`config.mk`:
```
export PLATFORM = sky130hd
export DESIGN_NAME = traffic_phase_fsm
export DESIGN_NICKNAME = d
export VERILOG_FILES = /design/src/rtl/traffic_pkg.sv /design/src/rtl/walk_request_latch.sv /design/src/rtl/traffic_phase_fsm.sv
export SDC_FILE = /design/constraint.sdc
export NUM_CORES = 1
export LEC_CHECK = 0
export BUFFER_PORTS_ARGS = -buffer_cell sky130_fd_sc_hd__buf_2
export CAP_MARGIN = 20
export CELL_PAD_IN_SITES_DETAIL_PLACEMENT = 1
export CELL_PAD_IN_SITES_GLOBAL_PLACEMENT = 2
export CORE_UTILIZATION = 32
export CTS_BUF_LIST = sky130_fd_sc_hd__clkbuf_4 sky130_fd_sc_hd__clkbuf_8 sky130_fd_sc_hd__clkbuf_16
export DETAILED_ROUTE_END_ITERATION = 6
export HOLD_SLACK_MARGIN = 0.08
export PLACE_DENSITY = 0.76
export RECOVER_POWER = 25
export SLEW_MARGIN = 20
export SYNTH_ARGS = -nofsm -noshare
export SYNTH_HDL_FRONTEND = slang
export SYNTH_SLANG_ARGS = --single-unit
```
`constraint.sdc`:
```
create_clock -name clk -period 3.85 [get_ports clk]
set_input_delay 0.1925 -clock clk [delete_from_list [all_inputs] [get_ports clk]]
set_output_delay 0.1925 -clock clk [all_outputs]
set_load 0.005 [all_outputs]
```
`src/rtl/traffic_pkg.sv`:
```
// Shared types and constants for the traffic light phase sequencer.
package traffic_pkg;

    typedef enum logic [2:0] {
        MG_BASE = 3'd0,
        MG_EXT  = 3'd1,
        MY      = 3'd2,
        WALK    = 3'd3,
        SG_BASE = 3'd4,
        SG_EXT  = 3'd5,
        SY      = 3'd6
    } phase_e;

    localparam logic [2:0] LAMP_RED = 3'b100;
    localparam logic [2:0] LAMP_YEL = 3'b010;
    localparam logic [2:0] LAMP_GRN = 3'b001;

    localparam int DEF_T_BASE = 6;
    localparam int DEF_T_EXT  = 3;
    localparam int DEF_T_YEL  = 2;
    localparam int DEF_T_WALK = 3;

    // Cycles the Timer needs to reload before its expired pulse can be trusted.
    localparam logic [1:0] GUARD_LOAD = 2'd2;

endpackage

```
`src/rtl/walk_request_latch.sv`:
```
// Holds a pedestrian walk request until the WALK phase is entered; clear wins over set.
module walk_request_latch (
    input  logic clk,
    input  logic rst,
    input  logic wr_req,
    input  logic walk_enter,
    input  logic in_walk,
    output logic walk_pending,
    output logic wr_ack
);

    always_ff @(posedge clk) begin
        if (rst) begin
            walk_pending <= 1'b0;
            wr_ack       <= 1'b0;
        end else begin
            wr_ack <= walk_enter;
            // Requests arriving while the walk is being served are already satisfied.
            if (walk_enter)
                walk_pending <= 1'b0;
            else if (wr_req && !in_walk)
                walk_pending <= 1'b1;
        end
    end

endmodule

```
`src/rtl/traffic_phase_fsm.sv`:
```
// Traffic phase sequencer: chooses the next phase on a guarded Timer expiry and
// drives registered lamps, interval value and the Timer restart strobe.
module traffic_phase_fsm
    import traffic_pkg::*;
#(
    parameter int T_BASE = DEF_T_BASE,
    parameter int T_EXT  = DEF_T_EXT,
    parameter int T_YEL  = DEF_T_YEL,
    parameter int T_WALK = DEF_T_WALK
) (
    input  logic       clk,
    input  logic       Reset_Sync,
    input  logic       Sensor_Sync,
    input  logic       WR_Sync,
    input  logic       expired,
    output logic [3:0] Value,
    output logic       start_timer,
    output logic [2:0] main_lamp,
    output logic [2:0] side_lamp,
    output logic       walk_lamp,
    output logic       WR_Reset
);

    if (T_BASE < 1 || T_BASE > 15 || T_EXT < 1 || T_EXT > 15 ||
        T_YEL < 1 || T_YEL > 15 || T_WALK < 1 || T_WALK > 15) begin : g_bad_interval
        $error("traffic_phase_fsm: interval parameters must lie in 1..15");
    end

    phase_e     state, nxt;
    logic       boot;
    logic [1:0] guard;
    logic       enter;
    logic       walk_pending;
    logic [3:0] nxt_value;
    logic [2:0] nxt_main, nxt_side;
    logic       nxt_walk;

    walk_request_latch u_walk_latch (
        .clk          (clk),
        .rst          (Reset_Sync),
        .wr_req       (WR_Sync),
        .walk_enter   (enter && (nxt == WALK)),
        .in_walk      (state == WALK),
        .walk_pending (walk_pending),
        .wr_ack       (WR_Reset)
    );

    always_ff @(posedge clk) begin
        if (Reset_Sync) begin
            state <= MG_BASE;
            boot  <= 1'b1;
        end else begin
            state <= nxt;
            boot  <= 1'b0;
        end
    end

    // boot marks the all-red cycle after reset; leaving it is an MG_BASE entry.
    always_comb begin
        nxt   = state;
        enter = 1'b0;
        if (boot) begin
            nxt   = MG_BASE;
            enter = 1'b1;
        end else if (expired && guard == 2'd0) begin
            enter = 1'b1;
            case (state)
                MG_BASE: nxt = Sensor_Sync ? MY : MG_EXT;
                MG_EXT:  nxt = MY;
                MY:      nxt = walk_pending ? WALK : SG_BASE;
                WALK:    nxt = SG_BASE;
                SG_BASE: nxt = Sensor_Sync ? SG_EXT : SY;
                SG_EXT:  nxt = SY;
                SY:      nxt = MG_BASE;
                default: nxt = MG_BASE;
            endcase
        end
    end

    always_comb begin
        nxt_value = 4'(T_BASE);
        nxt_main  = LAMP_RED;
        nxt_side  = LAMP_RED;
        nxt_walk  = 1'b0;
        case (nxt)
            MG_BASE: nxt_main = LAMP_GRN;
            MG_EXT:  begin nxt_value = 4'(T_EXT);  nxt_main = LAMP_GRN; end
            MY:      begin nxt_value = 4'(T_YEL);  nxt_main = LAMP_YEL; end
            WALK:    begin nxt_value = 4'(T_WALK); nxt_walk = 1'b1;     end
            SG_BASE: nxt_side = LAMP_GRN;
            SG_EXT:  begin nxt_value = 4'(T_EXT);  nxt_side = LAMP_GRN; end
            SY:      begin nxt_value = 4'(T_YEL);  nxt_side = LAMP_YEL; end
            default: nxt_value = 4'(T_BASE);
        endcase
    end

    always_ff @(posedge clk) begin
        if (Reset_Sync) begin
            guard       <= GUARD_LOAD;
            start_timer <= 1'b0;
            Value       <= 4'(T_BASE);
            main_lamp   <= LAMP_RED;
            side_lamp   <= LAMP_RED;
            walk_lamp   <= 1'b0;
        end else begin
            start_timer <= enter;
            Value       <= nxt_value;
            main_lamp   <= nxt_main;
            side_lamp   <= nxt_side;
            walk_lamp   <= nxt_walk;
            if (enter)
                guard <= GUARD_LOAD;
            else if (guard != 2'd0)
                guard <= guard - 2'd1;
        end
    end

endmodule

```
# Word-level counts from Yosys, hierarchy flattened
# Index checks and enable logic that the tools add are counted.
# op_classes
addsub	1
n_eq_ne	11
n_mux	13
n_reduce_logical	14
# ops
cell	n
$pmux W3 S2	3
$pmux W3 S6	1
$eq A3 B3 Y1 const B	5
$eq A3 B2 Y1 const B	4
$reduce_or A2 Y1	5
$mux W3	3
$eq A3 B1 Y1 const B	2
$logic_not A3 Y1	2
$mux W1	4
$mux W2	2
$logic_and A1 B1 Y1	3
$reduce_or A3 Y1	1
$logic_not A2 Y1	1
$reduce_bool A2 Y1	1
$sub A2 B1 Y2 const B	1
$logic_not A1 Y1	1
# word_totals
register_bits	20
input_bits	5
out_inout_bits	13
word_cells	49

# Logic depth before layout (Yosys ltp)
# depth
depth_word	7
depth_mapped	8
mapped_depth_nobuf	7

# Modules after synthesis
# A second synthesis with hierarchy kept.
# unflattened
hier_cells	97
hier_area_um2	863.3
# by_module_without_submodules
mod	n_inst	cells_per_inst	area_each_um2	seq_area_each_um2
traffic_phase_fsm	1	91	792.0	320.3
walk_request_latch	1	6	71.3	40.0

# Worst setup path before layout
# No wires, ideal clock.
# synth_path
path_type	flip-flop to flip-flop
startpoint	register guard[0]
endpoint	register u_walk_latch.wr_ack
t_arrival_ps	1367
t_required_ps	3762
slack_ps	2395
stages_incl_launch_ff	8
path_buffers	1
period_less_slack_ps	1455
cell_sequence	dfxtp_1 -> inv_1 -> ha_1 -> and2_1 -> buf_4 -> nand2_1 -> a211o_1 -> nor4_2
# synth_between
elab_chain_len	6
elab_cells_between_ends	8
cone_classes	eq/ne: 1; mux: 4; reduce/logical: 3
# synth_lines
element	line_no	source
from (decl)	traffic_phase_fsm.sv:31	logic [1:0] guard;
from (signal assigned)	traffic_phase_fsm.sv:114	guard <= guard - 2'd1;
$logic_not A2 Y1 (*)	traffic_phase_fsm.sv:65	end else if (expired && guard == 2'd0) begin
$logic_and A1 B1 Y1 (*)	traffic_phase_fsm.sv:65	
$mux W3	traffic_phase_fsm.sv:65	
$mux W3	traffic_phase_fsm.sv:62	if (boot) begin
$eq A3 B2 Y1	traffic_phase_fsm.sv:42	.walk_enter (enter && (nxt == WALK)),
$logic_and A1 B1 Y1 (*)	traffic_phase_fsm.sv:42	
to (signal assigned)	walk_request_latch.sv:17	wr_ack <= walk_enter;
to (decl)	walk_request_latch.sv:9	output logic wr_ack
# Every way passes the cells marked *; elsewhere a longest branch is shown, timed or not.
# A chain may end at the register's enable or synchronous reset.

# Worst setup path after layout
# layout_path
startpoint	register guard[0]
endpoint	register main_lamp[1]
# layout_between
elab_chain_len	7
elab_cells_between_ends	9
cone_classes	eq/ne: 2; mux: 3; reduce/logical: 4
# layout_lines
element	line_no	source
$logic_not A2 Y1 (*)	traffic_phase_fsm.sv:65	
$logic_and A1 B1 Y1 (*)	traffic_phase_fsm.sv:65	
$mux W3 (*)	traffic_phase_fsm.sv:65	
$mux W3 (*)	traffic_phase_fsm.sv:62	
$eq A3 B1 Y1 or $logic_not A3 Y1 (tied branches)	traffic_phase_fsm.sv:85	case (nxt)
$reduce_or A2 Y1 (no source line)	n/a	
$pmux W3 S2 (*)	traffic_phase_fsm.sv:85	
to (signal assigned)	traffic_phase_fsm.sv:108	main_lamp <= nxt_main;
to (decl)	traffic_phase_fsm.sv:18	output logic [2:0] main_lamp,
# Marked as above.

==> results.toml <==
[clocking]
root_buffer = "clkbuf_4"
clkLatencyLatePin_ps = 300
cts.clk_slew.worst_paths_ps = 110
cts_tree = "built"
cts_resized = 0
post-cts-setup-buffers = 0
cts.sinks = 18
clockBufferDepth = 2
cts_max_level = 1
ctsHoldBuffers = 0
cts_buffers = 3

[detailed_routing]
topRoutingLayerUsed = "met3"
antenna_left = 0
drt-pass1-iter-count = 3
drt_iter0_drc = 3
via_per_inst = 4.86
drc = 0
wl_per_cell_um = 13.7
dr_wl_met3_um = 67
wl_met1_um = 832
drt-total-wl_mm = 1.70
vias = 603
wl_met2_um = 800

[hold_path]
hold_depth = 3
hp-start = "WR_Sync"
hold_path_class = "input pin to flop"

[cells_and_area]
final_common_cell = "dfxtp_1"
drive_above_1_share = 0.240
area_delta_synth_final_pct = 14.7
nFillCells = 274
fin_nets = 103
stdcell_count = 124
fin_area_um2 = 878
antenna_cells = 0
final_cell_mix = "dfxtp_1 (18), buf_2 (12), nand2_1 (8)"

[power]
powerDensity_nw_per_um2 = 389
fin_total_pwr_mw = 0.341
vdd_drop_max_v = 0.000199
p_leak_nw = 0.370

[yosys]
syn_area_um2 = 766
synth_cell_types = 35
yosys_warnings = 0
ys_ff_latch = 18
netlist_top_cells_area = "dfxtp_1 (47%), nand2_1 (3.9%), nor2_1 (3.4%)"
yosysTopAreaCellShare = 0.471
synthCells = 82
synth_nets = 88
synth_area_leader_cell = "dfxtp_1"
synth.avg_cell_area_um2 = 9.34
yosysSeqAreaShare = 0.471

[timing]
fin_crit_ps = 1680
clock_skew_ps = 8.38
timing.final.crit_share = 0.437
finalHoldViolCount = 0
slew_violations = 0
setup_viol = 0
whs_ps = 187
setup-tns-final_ps = 0
timing.fmax_ghz = 0.594
rsz0062_at_grt = "no"

[floorplanning]
die_w_um = 50.9
die_h_um = 50.9
start_util = 0.343
io_pins = 18
num_rows = 17
die_area_um2 = 2590
core_um2 = 2230

[setup_path]
r2r-start = "guard[0]"
crit_path_end_kind = "flop"
critPathMaxFanout = 7
arrival_ps = 1890
crit_path_start_kind = "flop"
worstSetupPathType = "flop to flop"
reg2reg_depth = 6
required_ps = 4060
startpoint = "guard[0]"

[place]
dpl_cell_area_um2 = 846
dp.cells = 120
port_buffers = 15
hpwl_mm = 1.24
gp_routability_congestion = 0.757

[global_route]
grt.total_usage = 0.155
grt_antenna_before_repair = 0
grt_overflow = 0
grt_pass1_vias = 652
grt_max_degree = 12
grt_pass1_wl_mm = 3.04

[run_status]
outcome = "complete, no violations"

[run]
max_cap_violations = 0
[area by class of cell]
| class | count | area [um2] | share of cell area |
|---|---|---|---|
| sequential | 18 | 360 | 0.410 |
| multi-input combinational | 55 | 360 | 0.410 |
| timing repair buffer | 15 | 71.3 | 0.0812 |
| clock buffer | 4 | 36.3 | 0.0413 |
| tap | 28 | 35.0 | 0.0399 |
| inverter | 4 | 15.0 | 0.0171 |
[power by group]
group | switching [mW] | total (mW) | leakage (nW) | internal, mW
clock | 0.0623 | 0.120 | 0.0210 | 0.0576
combinational | 0.0147 | 0.0258 | 0.201 | 0.0111
sequential | 0.00407 | 0.196 | 0.147 | 0.192
[synthesized netlist by cell type, drive strengths merged]
cell and number:
nand3b 1, a211o 3, clkbuf 2, a21o 2, nor2 7, nor4b 1
dfxtp 18, nand3 1, nand2 8, o211ai 1, nor3 4, mux2 1
and3b 1, ha 1, a21oi 3, nor4 2, buf 3, nand4b 1
nand2b 3, inv 4, o31ai 2, xor2 1, a2bb2oi 1, nor3b 2
and2b 1, o21ai 2, conb 2, o21a 1, and2 3
[routing by layer]
metal,track usage,vias to the layer above
met1,0.208,288
met3,0.0387,0
li1,-,304
met2,0.239,11
met4,0.0556,0
met5,0,-
[through the flow]
step,utilization,setup slack [ps]
floorplan,-,2400
finish,0.393,2170
detailed placement,0.379,2150
global placement,0.379,2220
global route,0.393,1990
CTS,0.395,2140
[final timing paths]
path | to | slack (ps)
worst min-delay path | u_walk_latch.walk_pending | 190
worst max register to register | main_lamp[1] | 2170
worst max-delay path | main_lamp[1] | 2170
worst min register to register | u_walk_latch.walk_pending | 570
[state kept, by name, indices dropped and copies added, names as in the netlist, 2 cells and up]
register   cells
state          3
guard          2
side_lamp      3
main_lamp      3
Value          2
[worst max-delay path: stages, from the launching register on]
cell     delay [ps]
dfxtp_1         340
inv_1            60
ha_1            220
nand2_1         190
o21ai_1         320
a21oi_1         210
nor4_1          270
[logic make-up (layout without fill, tap and decap cells)]
kind of cell | Yosys count | in the layout | share of synthesized area
other | 2 | 2 | 0.00981
and+or+nand+nor | 35 | 35 | 0.275
DFF | 18 | 18 | 0.471
muxes | 1 | 1 | 0.0147
adders and majority gates | 1 | 1 | 0.0163
buffers and inverters | 9 | 23 | 0.0588
AOI/OAI and AO/OA | 15 | 15 | 0.144
xor gates and xnor gates | 1 | 1 | 0.0114
(Power assumes the default switching activity.)
